`src/rtl/div_request_sequencer.sv`:
```
`default_nettype none
// ============================================================================
// Module   : div_request_sequencer
// Brief    : Request FIFO and handshake sequencer for the 8-bit signed
//            iterative divider, with local divide-by-zero/overflow handling.
// Revision : 1.0 - initial release
// ============================================================================
module div_request_sequencer #(
    parameter int DEPTH = 4,
    parameter int TAG_W = 4
) (
    input  logic             clk,
    input  logic             rst,
    input  logic             req_valid,
    output logic             req_ready,
    input  logic [7:0]       req_dividend,
    input  logic [7:0]       req_divisor,
    input  logic [TAG_W-1:0] req_tag,
    output logic             res_valid,
    input  logic             res_ready,
    output logic [7:0]       res_quotient,
    output logic [7:0]       res_remainder,
    output logic [TAG_W-1:0] res_tag,
    output logic             res_dbz,
    output logic             res_ovf,
    output logic             div_start,
    output logic [7:0]       div_dividend,
    output logic [7:0]       div_divisor,
    input  logic             div_ready,
    input  logic [7:0]       div_quotient,
    input  logic [7:0]       div_remainder
);

    localparam int PTR_W = (DEPTH > 1) ? $clog2(DEPTH) : 1;
    localparam int CNT_W = $clog2(DEPTH + 1);

    typedef enum logic [1:0] {
        S_IDLE      = 2'd0,
        S_ISSUE     = 2'd1,
        S_WAIT_DONE = 2'd2,
        S_OUTPUT    = 2'd3
    } state_t;

    state_t           r_state;
    logic             r_guard;
    logic [TAG_W-1:0] r_cur_tag;

    logic [7:0]       r_fifo_dividend [DEPTH];
    logic [7:0]       r_fifo_divisor  [DEPTH];
    logic [TAG_W-1:0] r_fifo_tag      [DEPTH];
    logic [PTR_W-1:0] r_wr_ptr;
    logic [PTR_W-1:0] r_rd_ptr;
    logic [CNT_W-1:0] r_count;

    logic             w_empty;
    logic             w_full;
    logic             w_push;
    logic             w_pop;
    logic [7:0]       w_head_dividend;
    logic [7:0]       w_head_divisor;
    logic [TAG_W-1:0] w_head_tag;
    logic             w_head_dbz;
    logic             w_head_ovf;
    logic [7:0]       w_rem_fix;

    assign w_empty         = (r_count == '0);
    assign w_full          = (r_count == CNT_W'(DEPTH));
    assign req_ready       = !w_full;
    assign w_push          = req_valid && !w_full;
    assign w_head_dividend = r_fifo_dividend[r_rd_ptr];
    assign w_head_divisor  = r_fifo_divisor[r_rd_ptr];
    assign w_head_tag      = r_fifo_tag[r_rd_ptr];
    assign w_head_dbz      = (w_head_divisor == 8'h00);
    assign w_head_ovf      = (w_head_dividend == 8'h80) && (w_head_divisor == 8'hFF);
    // Bypass cases never touch the divider, so they do not wait on div_ready.
    assign w_pop           = (r_state == S_IDLE) && !w_empty &&
                             (w_head_dbz || w_head_ovf || div_ready);
    assign w_rem_fix       = div_dividend[7] ? (8'd0 - div_remainder) : div_remainder;

    always_ff @(posedge clk) begin
        if (w_push) begin
            r_fifo_dividend[r_wr_ptr] <= req_dividend;
            r_fifo_divisor[r_wr_ptr]  <= req_divisor;
            r_fifo_tag[r_wr_ptr]      <= req_tag;
        end
    end

    always_ff @(posedge clk) begin
        if (rst) begin
            r_wr_ptr <= '0;
            r_rd_ptr <= '0;
            r_count  <= '0;
        end else begin
            if (w_push) r_wr_ptr <= r_wr_ptr + 1'b1;
            if (w_pop)  r_rd_ptr <= r_rd_ptr + 1'b1;
            case ({w_push, w_pop})
                2'b10:   r_count <= r_count + 1'b1;
                2'b01:   r_count <= r_count - 1'b1;
                default: r_count <= r_count;
            endcase
        end
    end

    always_ff @(posedge clk) begin
        if (rst) begin
            r_state       <= S_IDLE;
            r_guard       <= 1'b0;
            r_cur_tag     <= '0;
            res_valid     <= 1'b0;
            res_quotient  <= 8'h00;
            res_remainder <= 8'h00;
            res_tag       <= '0;
            res_dbz       <= 1'b0;
            res_ovf       <= 1'b0;
            div_start     <= 1'b0;
            div_dividend  <= 8'h00;
            div_divisor   <= 8'h00;
        end else begin
            case (r_state)
                S_IDLE: begin
                    if (w_pop) begin
                        if (w_head_dbz) begin
                            res_quotient  <= 8'h00;
                            res_remainder <= w_head_dividend;
                            res_tag       <= w_head_tag;
                            res_dbz       <= 1'b1;
                            res_ovf       <= 1'b0;
                            res_valid     <= 1'b1;
                            r_state       <= S_OUTPUT;
                        end else if (w_head_ovf) begin
                            res_quotient  <= 8'h80;
                            res_remainder <= 8'h00;
                            res_tag       <= w_head_tag;
                            res_dbz       <= 1'b0;
                            res_ovf       <= 1'b1;
                            res_valid     <= 1'b1;
                            r_state       <= S_OUTPUT;
                        end else begin
                            div_dividend <= w_head_dividend;
                            div_divisor  <= w_head_divisor;
                            r_cur_tag    <= w_head_tag;
                            div_start    <= 1'b1;
                            r_state      <= S_ISSUE;
                        end
                    end
                end
                S_ISSUE: begin
                    div_start <= 1'b0;
                    r_guard   <= 1'b1;
                    r_state   <= S_WAIT_DONE;
                end
                S_WAIT_DONE: begin
                    // The divider's ready may still read high for a cycle after start.
                    if (r_guard) begin
                        r_guard <= 1'b0;
                    end else if (div_ready) begin
                        res_quotient  <= div_quotient;
                        res_remainder <= w_rem_fix;
                        res_tag       <= r_cur_tag;
                        res_dbz       <= 1'b0;
                        res_ovf       <= 1'b0;
                        res_valid     <= 1'b1;
                        r_state       <= S_OUTPUT;
                    end
                end
                S_OUTPUT: begin
                    if (res_ready) begin
                        res_valid <= 1'b0;
                        r_state   <= S_IDLE;
                    end
                end
                default: r_state <= S_IDLE;
            endcase
        end
    end

endmodule
`default_nettype wire
```
`config.mk`:
```
export PLATFORM = sky130hd
export DESIGN_NAME = div_request_sequencer
export DESIGN_NICKNAME = d
export VERILOG_FILES = /design/src/rtl/div_request_sequencer.sv
export SDC_FILE = /design/constraint.sdc
export NUM_CORES = 1
export LEC_CHECK = 0
export BUFFER_PORTS_ARGS = -buffer_cell sky130_fd_sc_hd__buf_4
export CELL_PAD_IN_SITES_DETAIL_PLACEMENT = 1
export CELL_PAD_IN_SITES_GLOBAL_PLACEMENT = 1
export CORE_MARGIN = 2
export CORE_UTILIZATION = 50
export CTS_BUF_LIST = sky130_fd_sc_hd__clkbuf_16
export DETAILED_ROUTE_END_ITERATION = 10
export GPL_ROUTABILITY_DRIVEN = 0
export HOLD_SLACK_MARGIN = 0.03
export PLACE_DENSITY_LB_ADDON = 0.15
export SYNTH_ARGS = -nofsm -noshare
export SYNTH_HDL_FRONTEND = slang
export SYNTH_SLANG_ARGS = --single-unit
```
`constraint.sdc`:
```
create_clock -name clk -period 10.5 [get_ports clk]
set_input_delay 1.05 -clock clk [delete_from_list [all_inputs] [get_ports clk]]
set_output_delay 1.05 -clock clk [all_outputs]
set_load 0.03 [all_outputs]
```
After elaboration in Yosys (flattened, before gate mapping)
Memory sizes are Yosys's and may differ from the RTL's. A register that Yosys moved wholly into a read port is not among the register bits.
Index checks and enable logic that the tools add are counted.
{ "classes": {"mux": 56, "add_sub_neg": 5, "eq_ne": 15, "reduce_logical": 21, "bitwise_logic": 2} }
{ "op_table": {"columns": ["op", "count"], "rows": [
  ["8-bit two-way mux", 11],
  ["8-bit case mux with 2 select lines", 2],
  ["2-bit two-way mux", 12],
  ["4-bit two-way mux", 5],
  ["1-bit two-way mux", 18],
  ["8-bit == test (second input constant)", 2],
  ["2-bit != test (second input constant)", 6],
  ["4-bit AND reduction", 3],
  ["8-bit zero test", 1],
  ["1-bit case mux with 2 select lines", 4],
  ["2-bit case mux with 4 select lines", 1],
  ["4-bit case mux with 2 select lines", 1],
  ["2-bit nonzero test", 4],
  ["1-bit by 8-bit subtractor with 8-bit output (first input constant)", 1],
  ["2-bit == test (second input constant)", 3],
  ["3-bit case mux with 2 select lines", 1],
  ["6-bit AND reduction", 1],
  ["5-bit AND reduction", 1],
  ["2-bit by 1-bit adder with 2-bit output (second input constant)", 2],
  ["2-bit by 1-bit == test with 1-bit output (second input constant)", 2],
  ["1-bit logical AND", 4],
  ["3-bit by 1-bit adder with 3-bit output (second input constant)", 1],
  ["3-bit == test (second input constant)", 1],
  ["3-bit zero test", 1],
  ["8 further kinds", 11]
]} }
{ "word_totals": {"input_bits": 41, "memories": 3, "mem_bits_rw": 80, "out_inout_bits": 41, "regBits": 54, "wordCells": 117} }
{ "memory_table": {"columns": ["name", "words", "width", "read_ports", "rd_ports_with_merged_regs", "write_ports", "line", "text"], "rows": [
  ["r_fifo_dividend", 4, 8, 1, 1, 1, "48", "logic [7:0] r_fifo_dividend [DEPTH];"],
  ["r_fifo_divisor", 4, 8, 1, 1, 1, "49", "logic [7:0] r_fifo_divisor [DEPTH];"],
  ["r_fifo_tag", 4, 4, 1, 1, 1, "50", "logic [TAG_W-1:0] r_fifo_tag [DEPTH];"]
]} }

Logic depth before layout (Yosys ltp)
{ "logic_depth": {"depth_word": 7, "depth_mapped": 12, "ltp_nobuf": 11} }

Worst setup path before layout
Ideal clock, no wire load.
{ "synth_timing": {"path_type": "flip-flop to flip-flop", "startpoint": "register (tool-made name)", "endpoint": "register r_count[2]", "n_path_buf": 1, "arrival_ps": 3288, "required_time_ps": 10428, "synth_period_minus_slack_ps": 3360, "path_slack_ps": 7140, "setup_ps": 72, "stages_incl_launch_ff": 12, "cell_sequence": "dfxtp_1 buf_6 mux4_2 or4b_1 nor4_1 o31a_1 ha_1 inv_1 fa_1 xor2_1 or3_1 a21oi_1"} }
{ "synth_rtl": {"columns": ["element", "line", "text"], "rows": [
  ["end signal, assigned", "97", "2'b10: r_count <= r_count + 1'b1;"],
  ["end signal, assigned", "98", "2'b01: r_count <= r_count - 1'b1;"],
  ["end signal, assigned", "99", "default: r_count <= r_count;"],
  ["end, declared", "53", "logic [CNT_W-1:0] r_count;"]
]} }

==> flow_metrics.env <==
export IMPL_status="completed"
export IMPL_drive_above_1_share=0.2924
export IMPL_dp_hpwl_um=8142
export IMPL_max_vdd_ir_drop_uv=153.8
export IMPL_crit_type="reg -> reg"
export IMPL_power_leakage_nw=2.476
export IMPL_slew_headroom=0.2491
export IMPL_postSynthAreaPerCell_um2=14.10
export IMPL_final_nets=531
export IMPL_grt_max_degree=59
export IMPL_maxCapViolations=0
export IMPL_synth_cell_types=45
export IMPL_antenna_found_initial=0
export IMPL_ctsResizeCount=0
export IMPL_dr_pass1_iters=4
export IMPL_synthCells=394
export IMPL_multiInputGateArea_um2=1893
export IMPL_crit_path_start_kind="register"
export IMPL_clock_latency_ns=0.41
export IMPL_track_usage=0.2405
export IMPL_dr_total_vias=3510
export IMPL_tns_ns=0
export IMPL_skew_ns=0.01050
export IMPL_cts_buffers=17
export IMPL_critPathCaptureType="register"
export IMPL_cts_root_buf="clkbuf_16"
export IMPL_wire_per_inst_um=21.32
export IMPL_routed_via_density=5.580
export IMPL_place_inst=598
export IMPL_worst_slack_ns=6.347
export IMPL_hold_viol_final=0
export IMPL_htree_num_levels=4
export IMPL_grt_first_pass_wirelength_um=20840
export IMPL_n_fill_cell=1030
export IMPL_io_pins=82
export IMPL_timing_final_crit_share=0.3955
export IMPL_synth_fp_nets=448
export IMPL_portBuffers=81
export IMPL_finalSetupViolations=0
export IMPL_drtIter0Drc=224
export IMPL_ant_nets=0
export IMPL_tightest_slew_ns=1.126
export IMPL_synth_area_um2=5555
export IMPL_post_cts_setup_buffers=0
export IMPL_area_delta_synth_final_pct=23.02
export IMPL_grt_ovfl_total=0
export IMPL_die_width_um=109.4
export IMPL_diodes=0
export IMPL_clock_sinks=136
export IMPL_dp_slack_ns=6.426
export IMPL_rsz0062_at_grt="false"
export IMPL_cts_tree="done"
export IMPL_initial_core_util=0.5125
export IMPL_period_needed_ns=4.153
export IMPL_maxSlewViolCount=0
export IMPL_path_max_fanout=20
export IMPL_die_height_um=109.4
export IMPL_finalNonFillerCells=629
export IMPL_ys_seq_elements=136
export IMPL_ys_warn_count=0
export IMPL_first_global_vias=3848
export IMPL_ctsHoldBuffers=0
export IMPL_p_total_w=0.001895
export IMPL_clk_pin_slew_worst_paths_ns=0.06
export IMPL_register_area_um2=3523
export IMPL_die_area_um2=11970
export IMPL_finalWirelength_um=13410
export IMPL_coreArea_um2=10840
export IMPL_row_count=38
export IMPL_min_path_type="reg -> reg"
export IMPL_power_density_nw_per_um2=277.2
export IMPL_required_ns=10.84
export IMPL_critPathArrivalTime_ns=4.49
export IMPL_fmax_mhz=240.8
export IMPL_cts_max_path_buffers=2
export IMPL_drc=0
export IMPL_ys_seq_area_frac=0.6342
area by class of cell:
| class | count | share of cell area |
|---|---|---|
| Sequential cell | 136 | 0.5156 |
| Clock buffer | 17 | 0.06225 |
| Timing Repair Buffer | 84 | 0.09227 |
| Clock inverter | 14 | 0.02069 |
| Multi-Input combinational cell | 226 | 0.2770 |
| Inverter | 12 | 0.006591 |
| Tap cell | 140 | 0.02563 |
cell usage after synthesis, drive strengths merged:
cell type,instances,area [um^2]
edfxtp,80,2402
dfxtp,56,1121
nor2,51,191.4
mux2i,24,240.2
mux4,20,450.4
a211oi,15,162.7
ha,12,150.1
inv,12,45.04
a21oi,11,55.05
buf,11,65.06
nand3,10,50.05
clkbuf,9,33.78
nand2,9,33.78
nand2b,9,56.30
xnor2,8,70.07
a22oi,7,52.55
nor3,6,30.03
o21ai,6,30.03
and3,4,25.02
nor2b,3,18.77
nor4,3,18.77
o31ai,3,22.52
or4,3,26.27
a21o,2,15.01
a31oi,2,27.53
and2,2,12.51
nand4,2,12.51
nor3b,2,15.01
xor2,2,17.52
a311oi,1,15.01
fa,1,20.02
mux2,1,11.26
o211ai,1,7.510
o21a,1,7.510
o2bb2ai,1,8.760
o31a,1,8.760
o41ai,1,8.760
or3,1,6.260
or4b,1,10.01
placed cells by master, fill, tap and decap left out, types with 3 or more instances in the layout:
master,n
buf_4,84
edfxtp_1,80
dfxtp_1,56
nor2_1,51
mux2i_1,24
mux4_2,20
clkbuf_16,17
inv_1,14
ha_1,12
a21oi_1,11
nand3_1,10
a211oi_2,10
nand2_1,9
nand2b_1,9
xnor2_1,8
a22oi_1,7
o21ai_0,6
nor3_1,5
a211oi_1,5
clkinv_1,5
and3_1,4
nor4_1,3
nor2b_1,3
o31ai_1,3
bufinv_16,3
worst paths after layout:
check	start	endpoint	slack (ns)	cells past startpoint
setup reg to reg	register	r_count[2]$_SDFFE_PP0P_	6.35	10
setup / recovery	register	r_count[2]$_SDFFE_PP0P_	6.35	10
hold / removal	res_quotient[6]$_SDFFE_PP0P_	res_quotient[6]$_SDFFE_PP0P_	0.48	2
hold reg to reg	res_quotient[6]$_SDFFE_PP0P_	res_quotient[6]$_SDFFE_PP0P_	0.48	2
worst max-delay path, cell delays in order, from the launching register on:
cell and delay [ns]:
dfxtp_1 0.97, mux4_2 0.47, or4b_1 0.62, nor4_1 0.49, o31a_1 0.25, ha_1 0.20, inv_1 0.07, fa_1 0.39
xor2_1 0.16, or3_1 0.31, a21oi_1 0.13
logic make-up (layout without fill, tap and decap cells):
group / Yosys count / count (layout) / share of synthesized area
muxes: 45 / 45 / 0.1264
adders and majority gates: 13 / 13 / 0.03063
AOI/OAI and AO/OA: 52 / 52 / 0.07590
and+or+nand+nor: 106 / 106 / 0.09121
DFF: 136 / 136 / 0.6342
buffers and inverters: 32 / 127 / 0.02590
xor gates and xnor gates: 10 / 10 / 0.01577
stage by stage:
| stage | area (um^2) | hold WS (ns) | utilization |
|---|---|---|---|
| final | 6834 | 0.4793 | 0.6304 |
| after global routing | 6834 | 0.5006 | 0.6304 |
| after CTS | 6834 | 0.4783 | 0.6304 |
| after detailed placement | 6267 | 0.4681 | 0.5781 |
| after global placement | 6267 | 0.4553 | 0.5781 |
| after floorplan | 5555 | 0.4601 | - |
state kept, by name (all words and copies together) (netlist names), 2 cells and up, named ones only:
signal           cells
r_rd_ptr             2
res_quotient         8
r_wr_ptr             2
div_divisor          8
r_state              2
r_fifo_tag          16
res_tag              4
r_fifo_divisor      32
r_cur_tag            4
res_remainder        8
r_count              3
div_dividend         8
r_fifo_dividend     32
layer usage:
metal	GRT usage	wire length (um)	vias to the layer above	share of wire
li1	-	-	1633	-
met1	0.3054	5764	1758	0.43
met2	0.4109	6876	102	0.51
met3	0.05453	579	17	0.043
met4	0.07595	187	0	0.014
met5	0	0	-	0
power by group:
part | switching (W) | internal [W] | total (W) | leakage (nW)
clock network | 0.000214 | 0.000365 | 0.000579 | 0.278
registers | 0.0000525 | 0.000659 | 0.000712 | 1.19
logic | 0.000364 | 0.000240 | 0.000604 | 1.01
total | 0.000630 | 0.00126 | 0.00189 | 2.48
Note: power is estimated with default switching activity, not from simulation.
